[src/rtl/legv8_pkg.sv]
// Shared types and constants for the LEGv8 fetch path.
package legv8_pkg;

  typedef enum logic [2:0] {
    IDLE,
    REQ,
    WAIT,
    HOLD,
    DRAIN
  } fetch_state_t;

  localparam int unsigned OPCODE_MSB = 31;
  localparam int unsigned OPCODE_LSB = 21;
  localparam int unsigned PC_STEP    = 4;
  localparam logic [31:0] INSTR_NOP  = 32'hD503201F;

endpackage

[src/rtl/fetch_skid_buf.sv]
// One-entry {pc, instr} holding register used to park a fetched word while decode is stalled.
module fetch_skid_buf
  import legv8_pkg::*;
#(
  parameter int unsigned ADDR_W  = 64,
  parameter int unsigned INSTR_W = 32
) (
  input  logic               clk,
  input  logic               rst_n,
  input  logic               load,
  input  logic               unload,
  input  logic               clear,
  input  logic [ADDR_W-1:0]  inPc,
  input  logic [INSTR_W-1:0] inInstr,
  output logic               full,
  output logic [ADDR_W-1:0]  outPc,
  output logic [INSTR_W-1:0] outInstr
);

  logic               fullQ;
  logic [ADDR_W-1:0]  pcQ;
  logic [INSTR_W-1:0] instrQ;

  // Clear wins over load so a redirect in the same cycle never leaves a stale entry.
  always_ff @(posedge clk or negedge rst_n) begin
    if (!rst_n) begin
      fullQ  <= 1'b0;
      pcQ    <= '0;
      instrQ <= INSTR_W'(INSTR_NOP);
    end else if (clear) begin
      fullQ <= 1'b0;
    end else if (load) begin
      fullQ  <= 1'b1;
      pcQ    <= inPc;
      instrQ <= inInstr;
    end else if (unload) begin
      fullQ <= 1'b0;
    end
  end

  assign full     = fullQ;
  assign outPc    = pcQ;
  assign outInstr = instrQ;

endmodule

[src/rtl/if_stage.sv]
// LEGv8 instruction-fetch stage with IF/ID register, stall skid and redirect handling.
// Optional performance counters are enabled by defining IF_STAGE_PERF_EN.
module if_stage
  import legv8_pkg::*;
#(
  parameter int unsigned       ADDR_W   = 64,
  parameter int unsigned       INSTR_W  = 32,
  parameter logic [ADDR_W-1:0] RESET_PC = '0
) (
  input  logic               clk,
  input  logic               rst_n,
  output logic               imem_req,
  output logic [ADDR_W-1:0]  imem_addr,
  input  logic               imem_gnt,
  input  logic               imem_rvalid,
  input  logic [INSTR_W-1:0] imem_rdata,
  input  logic               redirect_valid,
  input  logic [ADDR_W-1:0]  redirect_pc,
  input  logic               id_stall,
  output logic               ifid_valid,
  output logic [ADDR_W-1:0]  ifid_pc,
  output logic [INSTR_W-1:0] ifid_instr,
  output logic [10:0]        ifid_opcode
`ifdef IF_STAGE_PERF_EN
  ,
  output logic [31:0]        perf_fetched,
  output logic [31:0]        perf_stall_cyc,
  output logic [31:0]        perf_flush
`endif
);

  fetch_state_t       stateQ, stateD;
  logic [ADDR_W-1:0]  pcQ, pcD;
  logic [ADDR_W-1:0]  inflightPcQ, inflightPcD;
  logic               ifidValidQ, ifidValidD;
  logic [ADDR_W-1:0]  ifidPcQ, ifidPcD;
  logic [INSTR_W-1:0] ifidInstrQ, ifidInstrD;

  logic               canAccept;
  logic               ifidLoad;
  logic [ADDR_W-1:0]  pcInc;
  logic               skidLoad, skidUnload, skidClear, skidFull;
  logic [ADDR_W-1:0]  skidPc;
  logic [INSTR_W-1:0] skidInstr;

  assign canAccept = !id_stall || !ifidValidQ;
  assign pcInc     = inflightPcQ + ADDR_W'(PC_STEP);

  fetch_skid_buf #(
    .ADDR_W  (ADDR_W),
    .INSTR_W (INSTR_W)
  ) uSkid (
    .clk      (clk),
    .rst_n    (rst_n),
    .load     (skidLoad),
    .unload   (skidUnload),
    .clear    (skidClear),
    .inPc     (inflightPcQ),
    .inInstr  (imem_rdata),
    .full     (skidFull),
    .outPc    (skidPc),
    .outInstr (skidInstr)
  );

  always_comb begin
    stateD      = stateQ;
    pcD         = pcQ;
    inflightPcD = inflightPcQ;
    ifidValidD  = ifidValidQ;
    ifidPcD     = ifidPcQ;
    ifidInstrD  = ifidInstrQ;
    skidLoad    = 1'b0;
    skidUnload  = 1'b0;
    skidClear   = 1'b0;
    ifidLoad    = 1'b0;

    // Decode drains the current entry whenever it is able to accept.
    if (canAccept) begin
      ifidValidD = 1'b0;
    end

    if (redirect_valid) begin
      pcD        = redirect_pc & ~ADDR_W'(3);
      ifidValidD = 1'b0;
      skidClear  = 1'b1;
      unique case (stateQ)
        REQ:     stateD = imem_gnt ? DRAIN : REQ;
        WAIT:    stateD = imem_rvalid ? REQ : DRAIN;
        DRAIN:   stateD = imem_rvalid ? REQ : DRAIN;
        default: stateD = REQ;
      endcase
    end else begin
      unique case (stateQ)
        IDLE: stateD = REQ;
        REQ: begin
          if (imem_gnt) begin
            inflightPcD = pcQ;
            stateD      = WAIT;
          end
        end
        WAIT: begin
          if (imem_rvalid) begin
            pcD = pcInc;
            if (canAccept) begin
              ifidValidD = 1'b1;
              ifidPcD    = inflightPcQ;
              ifidInstrD = imem_rdata;
              ifidLoad   = 1'b1;
              stateD     = REQ;
            end else begin
              skidLoad = 1'b1;
              stateD   = HOLD;
            end
          end
        end
        HOLD: begin
          if (canAccept) begin
            if (skidFull) begin
              ifidValidD = 1'b1;
              ifidPcD    = skidPc;
              ifidInstrD = skidInstr;
              ifidLoad   = 1'b1;
            end
            skidUnload = 1'b1;
            stateD     = REQ;
          end
        end
        DRAIN: begin
          if (imem_rvalid) begin
            stateD = REQ;
          end
        end
        default: stateD = IDLE;
      endcase
    end
  end

  always_ff @(posedge clk or negedge rst_n) begin
    if (!rst_n) begin
      stateQ      <= IDLE;
      pcQ         <= RESET_PC;
      inflightPcQ <= '0;
      ifidValidQ  <= 1'b0;
      ifidPcQ     <= '0;
      ifidInstrQ  <= '0;
    end else begin
      stateQ      <= stateD;
      pcQ         <= pcD;
      inflightPcQ <= inflightPcD;
      ifidValidQ  <= ifidValidD;
      ifidPcQ     <= ifidPcD;
      ifidInstrQ  <= ifidInstrD;
    end
  end

  assign imem_req    = (stateQ == REQ);
  assign imem_addr   = pcQ;
  assign ifid_valid  = ifidValidQ;
  assign ifid_pc     = ifidPcQ;
  assign ifid_instr  = ifidInstrQ;
  assign ifid_opcode = ifidInstrQ[OPCODE_MSB:OPCODE_LSB];

`ifdef IF_STAGE_PERF_EN
  logic [31:0] perfFetchedQ, perfStallQ, perfFlushQ;

  // Counters saturate rather than wrap so long runs never read back as small values.
  always_ff @(posedge clk or negedge rst_n) begin
    if (!rst_n) begin
      perfFetchedQ <= '0;
      perfStallQ   <= '0;
      perfFlushQ   <= '0;
    end else begin
      if (ifidLoad && (perfFetchedQ != 32'hFFFF_FFFF)) begin
        perfFetchedQ <= perfFetchedQ + 32'd1;
      end
      if (id_stall && ifidValidQ && (perfStallQ != 32'hFFFF_FFFF)) begin
        perfStallQ <= perfStallQ + 32'd1;
      end
      if (redirect_valid && (perfFlushQ != 32'hFFFF_FFFF)) begin
        perfFlushQ <= perfFlushQ + 32'd1;
      end
    end
  end

  assign perf_fetched   = perfFetchedQ;
  assign perf_stall_cyc = perfStallQ;
  assign perf_flush     = perfFlushQ;
`endif

endmodule

[config.mk]
export PLATFORM = sky130hd
export DESIGN_NAME = if_stage
export DESIGN_NICKNAME = d
export VERILOG_FILES = /design/src/rtl/legv8_pkg.sv /design/src/rtl/fetch_skid_buf.sv /design/src/rtl/if_stage.sv
export SDC_FILE = /design/constraint.sdc
export NUM_CORES = 1
export LEC_CHECK = 0
export BUFFER_PORTS_ARGS = -buffer_cell sky130_fd_sc_hd__clkbuf_2
export CAP_MARGIN = 25
export CORE_MARGIN = 2
export CORE_UTILIZATION = 45
export CTS_CLUSTER_DIAMETER = 80
export CTS_CLUSTER_SIZE = 20
export DETAILED_ROUTE_END_ITERATION = 8
export PLACE_DENSITY = 0.64
export SLEW_MARGIN = 20
export SYNTH_ARGS = -nofsm -noshare
export SYNTH_HDL_FRONTEND = slang
export SYNTH_HIERARCHICAL = 1
export SYNTH_SLANG_ARGS = --single-unit
[constraint.sdc]
create_clock -name clk -period 7.6 [get_ports clk]
set_input_delay 2.28 -clock clk [delete_from_list [all_inputs] [get_ports clk]]
set_output_delay 2.28 -clock clk [all_outputs]
set_load 0.005 [all_outputs]
==> impl.org <==
** Place
- After detailed placement, the total cell area comes to 16830 um2.
- Placer's final routability congestion estimate :: 0.8129
- Buffers placed on the I/O ports in this run total 272.
- HPWL after detailed placement :: 25.17 mm

** Global route
- The total overflow left after global routing is 0.
- First-pass GRT wire length :: 61.45 mm
- The number of antenna violations at the first check in global routing was 1.
- Number of global-route vias before repair :: 11193
- GRT Resource Usage Total :: 0.2154
- Entering global routing, the biggest net connects 173 pins.

** Drt
- In the routed design, unresolved DRC markers number 0.
- Post-detailed-route count of antenna-violating nets :: 0
- The routed layout has 11135 vias.
- Routed via count divided by cell count :: 5.474
- Number of optimization iterations in the first detailed-route pass :: 5
- 1st-iter DRT viols :: 725
- Dividing the detail-routed wire length by the instance count gives 18.81 um.
- WL final :: 38.27 mm

** Yosys
- Synthesis handed over a netlist of 1353 instances.
- Post-synthesis async set-or-reset flop share :: 1.000
- Among all flip-flop cells after synthesis, the most frequent one is dfrtp_1.
- Netlist cell types :: 53
- Register bit count reported by yosys :: 325
- Leading cell types by total area after synthesis :: dfrtp_1 51%, mux2_2 8.2%, mux2i_1 7.0%
- Among all cell types in the netlist, the one instantiated most often is dfrtp_1.
- In the synthesized netlist, the cells that appear most often are 312 x dfrtp_1, 141 x nor2_1, 131 x a21oi_1, 111 x mux2_2, 106 x mux2i_1.
- Sequential share of the synthesized area :: 0.5370
- Summing every instance area after synthesis gives 15170 um2.
- Averaged over all synthesized cells, the footprint is 11.22 um2.
- Yosys printed 6 warnings.
- The number of nets in the synthesized netlist is 1456.
- The synthesized design contains 0 enable-type register cells.
- Leading area contributor after synthesis :: dfrtp_1
- Area fraction of the dominant cell type after synthesis :: 0.5145

** Timing
- The worst pin sits at a relative slew slack of 0.3404.
- Upper clock frequency limit :: 207.4 MHz
- Final Hold Fails :: 0
- Final setup violation count :: 0
- For the pin with the worst max-slew slack, the measured transition is 0.9884 ns.
- Unrepaired setup endpoints after global routing :: false
- Of the available clock period, the critical path in the final layout requires 0.6345.
- Across the routed clock network, the largest skew measured is 0.02514 ns.
- Setup TNS :: 0 ns
- The total count of max-transition violations in the final report came to 0.
- The worst path needs 4.822 ns of the cycle, external delays included.

** Hold path
- Along the worst hold path, the cell count comes to 1.
- The startpoint identified for the worst hold timing path is uSkid/outPc[10].
- HP Class :: flip-flop to flip-flop
- Worst hold path endpoint :: uSkid/outPc[10]

** Floorplan
- The die covers 35210 um2.
- For this configuration, the core starts out at a cell density of 0.4548.
- Cell Rows :: 67
- Width of the die :: 187.6 um
- Std-Cell Core Area :: 33360 um2
- 275 I/O pins were placed.
- The floorplan step set the die height to 187.6 um.

** Critical path
- The worst register-to-register path has a depth of 5.
- Data arrival time of the critical path :: 5.23 ns
- Critical path endpoint category :: flip-flop
- Along the worst path, the maximum fanout reaches 50.
- CP startpoint :: redirect_valid
- Startpoint of the lowest-slack register-to-register path :: stateQ[1]
- Startpoint types :: primary input
- R2R Setup Slk :: 4.47 ns
- Setup CP Type :: primary input to flip-flop
- At the worst endpoint, the required time is 8.01 ns.
- Endpoint of the lowest-slack register-to-register path :: ifid_pc[32]

** Clock tree
- The number of gates resized after CTS was 0.
- CTS saw 325 sinks.
- Buffers added to address setup during post-CTS repair amount to 0.
- Clock root buffer :: clkbuf_16
- After clock tree synthesis, the clock-pin slew on the worst setup and hold paths is 0.07 ns.
- Counting along the longest clock path gives a buffer depth of 3.
- The number of hold buffers added after CTS was 0.
- Counting the buffers created by CTS gives 22.
- For the worst-skew pair, the clock arrives at the later sink with an insertion delay of 0.54 ns.
- CTS tree :: yes
- CTS built an H-tree with a depth of 1.

** Status
- Outcome :: finished, final reports clean

** Finish
- At the end of the flow, the number of nets in the layout was 1673.
- Utilization after layout :: 0.5265
- The finished cells cover 17570 um2.
- Relative to the synthesized area, the layout overhead comes to 15.76%.
- Layout cell share with drive strength beyond 1 :: 0.3174

** Power
- In this run the static leakage power is 8.632 nW.
- IR analysis of the VDD net gives a maximum drop of 146.7 uV.
- Power spread over the standard cell area amounts to 311.5 nW/um2.
- The share of total power dissipated in the clock network is 0.226.
- The share of total power dissipated in sequential elements is 0.495.
- Of the total power, the share spent switching nets is 0.3482.
- Internal power comes to 0.003567 W.
- In this run the power spent charging and discharging nets is 0.001905 W.
- Of the total power, combinational logic draws 0.279.

** Run
- Max-cap check violation count :: 0
-- cell usage in the layout, fill, tap and decap left out, types with 2 or more instances in the layout --
master,count
clkbuf_16,23
or3_1,3
nor2_1,140
nor3_1,17
a21oi_1,131
clkbuf_2,270
and3_1,19
nor3_2,2
or4_4,2
clkinv_8,2
xor2_1,14
o31ai_1,5
buf_12,2
o31a_1,2
clkinv_4,2
nand4_4,2
mux2i_1,106
dfrtp_1,312
nor2b_1,4
o21ai_0,66
xnor2_1,39
nand4_1,23
buf_16,2
inv_1,13
nand4_2,2
dfstp_2,13
nand2_1,102
o221ai_1,14
nor4_1,12
o32a_1,2
and2_1,8
and4_1,4
mux2_2,111
nor4_4,3
buf_4,15
or4_1,2
nand2b_1,3
nand3_1,23
clkbuf_1,9
mux2_4,40
-- how the worst max path moves through the flow --
stage	endpoint	slack (ns)	cells after the start
floorplan	uSkid/outPc[19]	3.17	12
global placement	uSkid/outInstr[9]	1.95	7
detailed placement	uSkid/outPc[15]	2.26	7
CTS	uSkid/outInstr[9]	2.83	7
global route	uSkid/outPc[10]	2.58	7
finish	uSkid/outPc[10]	2.78	7
-- power by group through the flow --
stage          sequential, W  combinational (W)  clock [W]
3_5_place_dp         0.00274            0.00154          0
4_1_cts              0.00271            0.00155    0.00128
2_1_floorplan        0.00262           0.000961          0
6_report             0.00271            0.00152    0.00124
3_3_place_gp         0.00271            0.00151          0
5_1_grt              0.00279            0.00171    0.00135
-- registers in the layout (all words and copies together), names as in the netlist --
name and flops:
uSkid/outPc 64, stateQ 3, ifid_pc 64, ifid_instr 32, inflightPcQ 64, imem_addr 64, uSkid/outInstr 32, ifid_valid 1
uSkid/full 1
-- logic make-up after synthesis --
kind of cell | count (synthesis) | synth area share
XOR/XNOR | 53 | 0.03059
buffers and inverters | 110 | 0.03620
flip-flops | 325 | 0.5370
adder cells (fa/ha/maj) | 1 | 0.0008244
multiplexers | 257 | 0.1919
AO/OA/AOI/OAI | 229 | 0.08303
AND/OR/NAND/NOR | 378 | 0.1205
-- final cells by class --
class,count,area (um2)
Fill cell,3089,15800
Multi-Input combinational cell,918,6524
Inverter,13,48.80
Clock inverter,7,98.84
Tap cell,448,560.5
Sequential cell,325,8149
Timing Repair Buffer,290,1574
Clock buffer,32,609.3
Antenna cell,1,2.502
-- per-layer routing --
metal / GRT usage / routed length (um) / up-vias
met2: 0.3380 / 17300 / 310
li1: - / - / 5190
met4: 0.06299 / 1033 / 0
met5: 0 / 0 / -
met3: 0.02957 / 1907 / 60
met1: 0.3128 / 18020 / 5575
-- stage by stage --
stage | cells | hold slack (ns) | setup slack [ns] | power (W)
floorplan | 1353 | 0.4774 | 3.171 | 0.003578
global placement | 1992 | 0.4882 | 1.954 | 0.004223
detailed placement | 1993 | 0.4919 | 2.265 | 0.004275
CTS | 2032 | 0.5120 | 2.825 | 0.005530
global route | 2034 | 0.5210 | 2.582 | 0.005845
finish | 2034 | 0.5100 | 2.778 | 0.005472
-- worst max-delay path, cell delays in order --
cell and delay (ns):
buf_4 0.29, inv_1 0.81, nand2_1 0.16, nor2_1 0.17
nor2b_4 0.69, buf_12 0.34, mux2_2 0.37
Power figures use the tool's default switching activity.
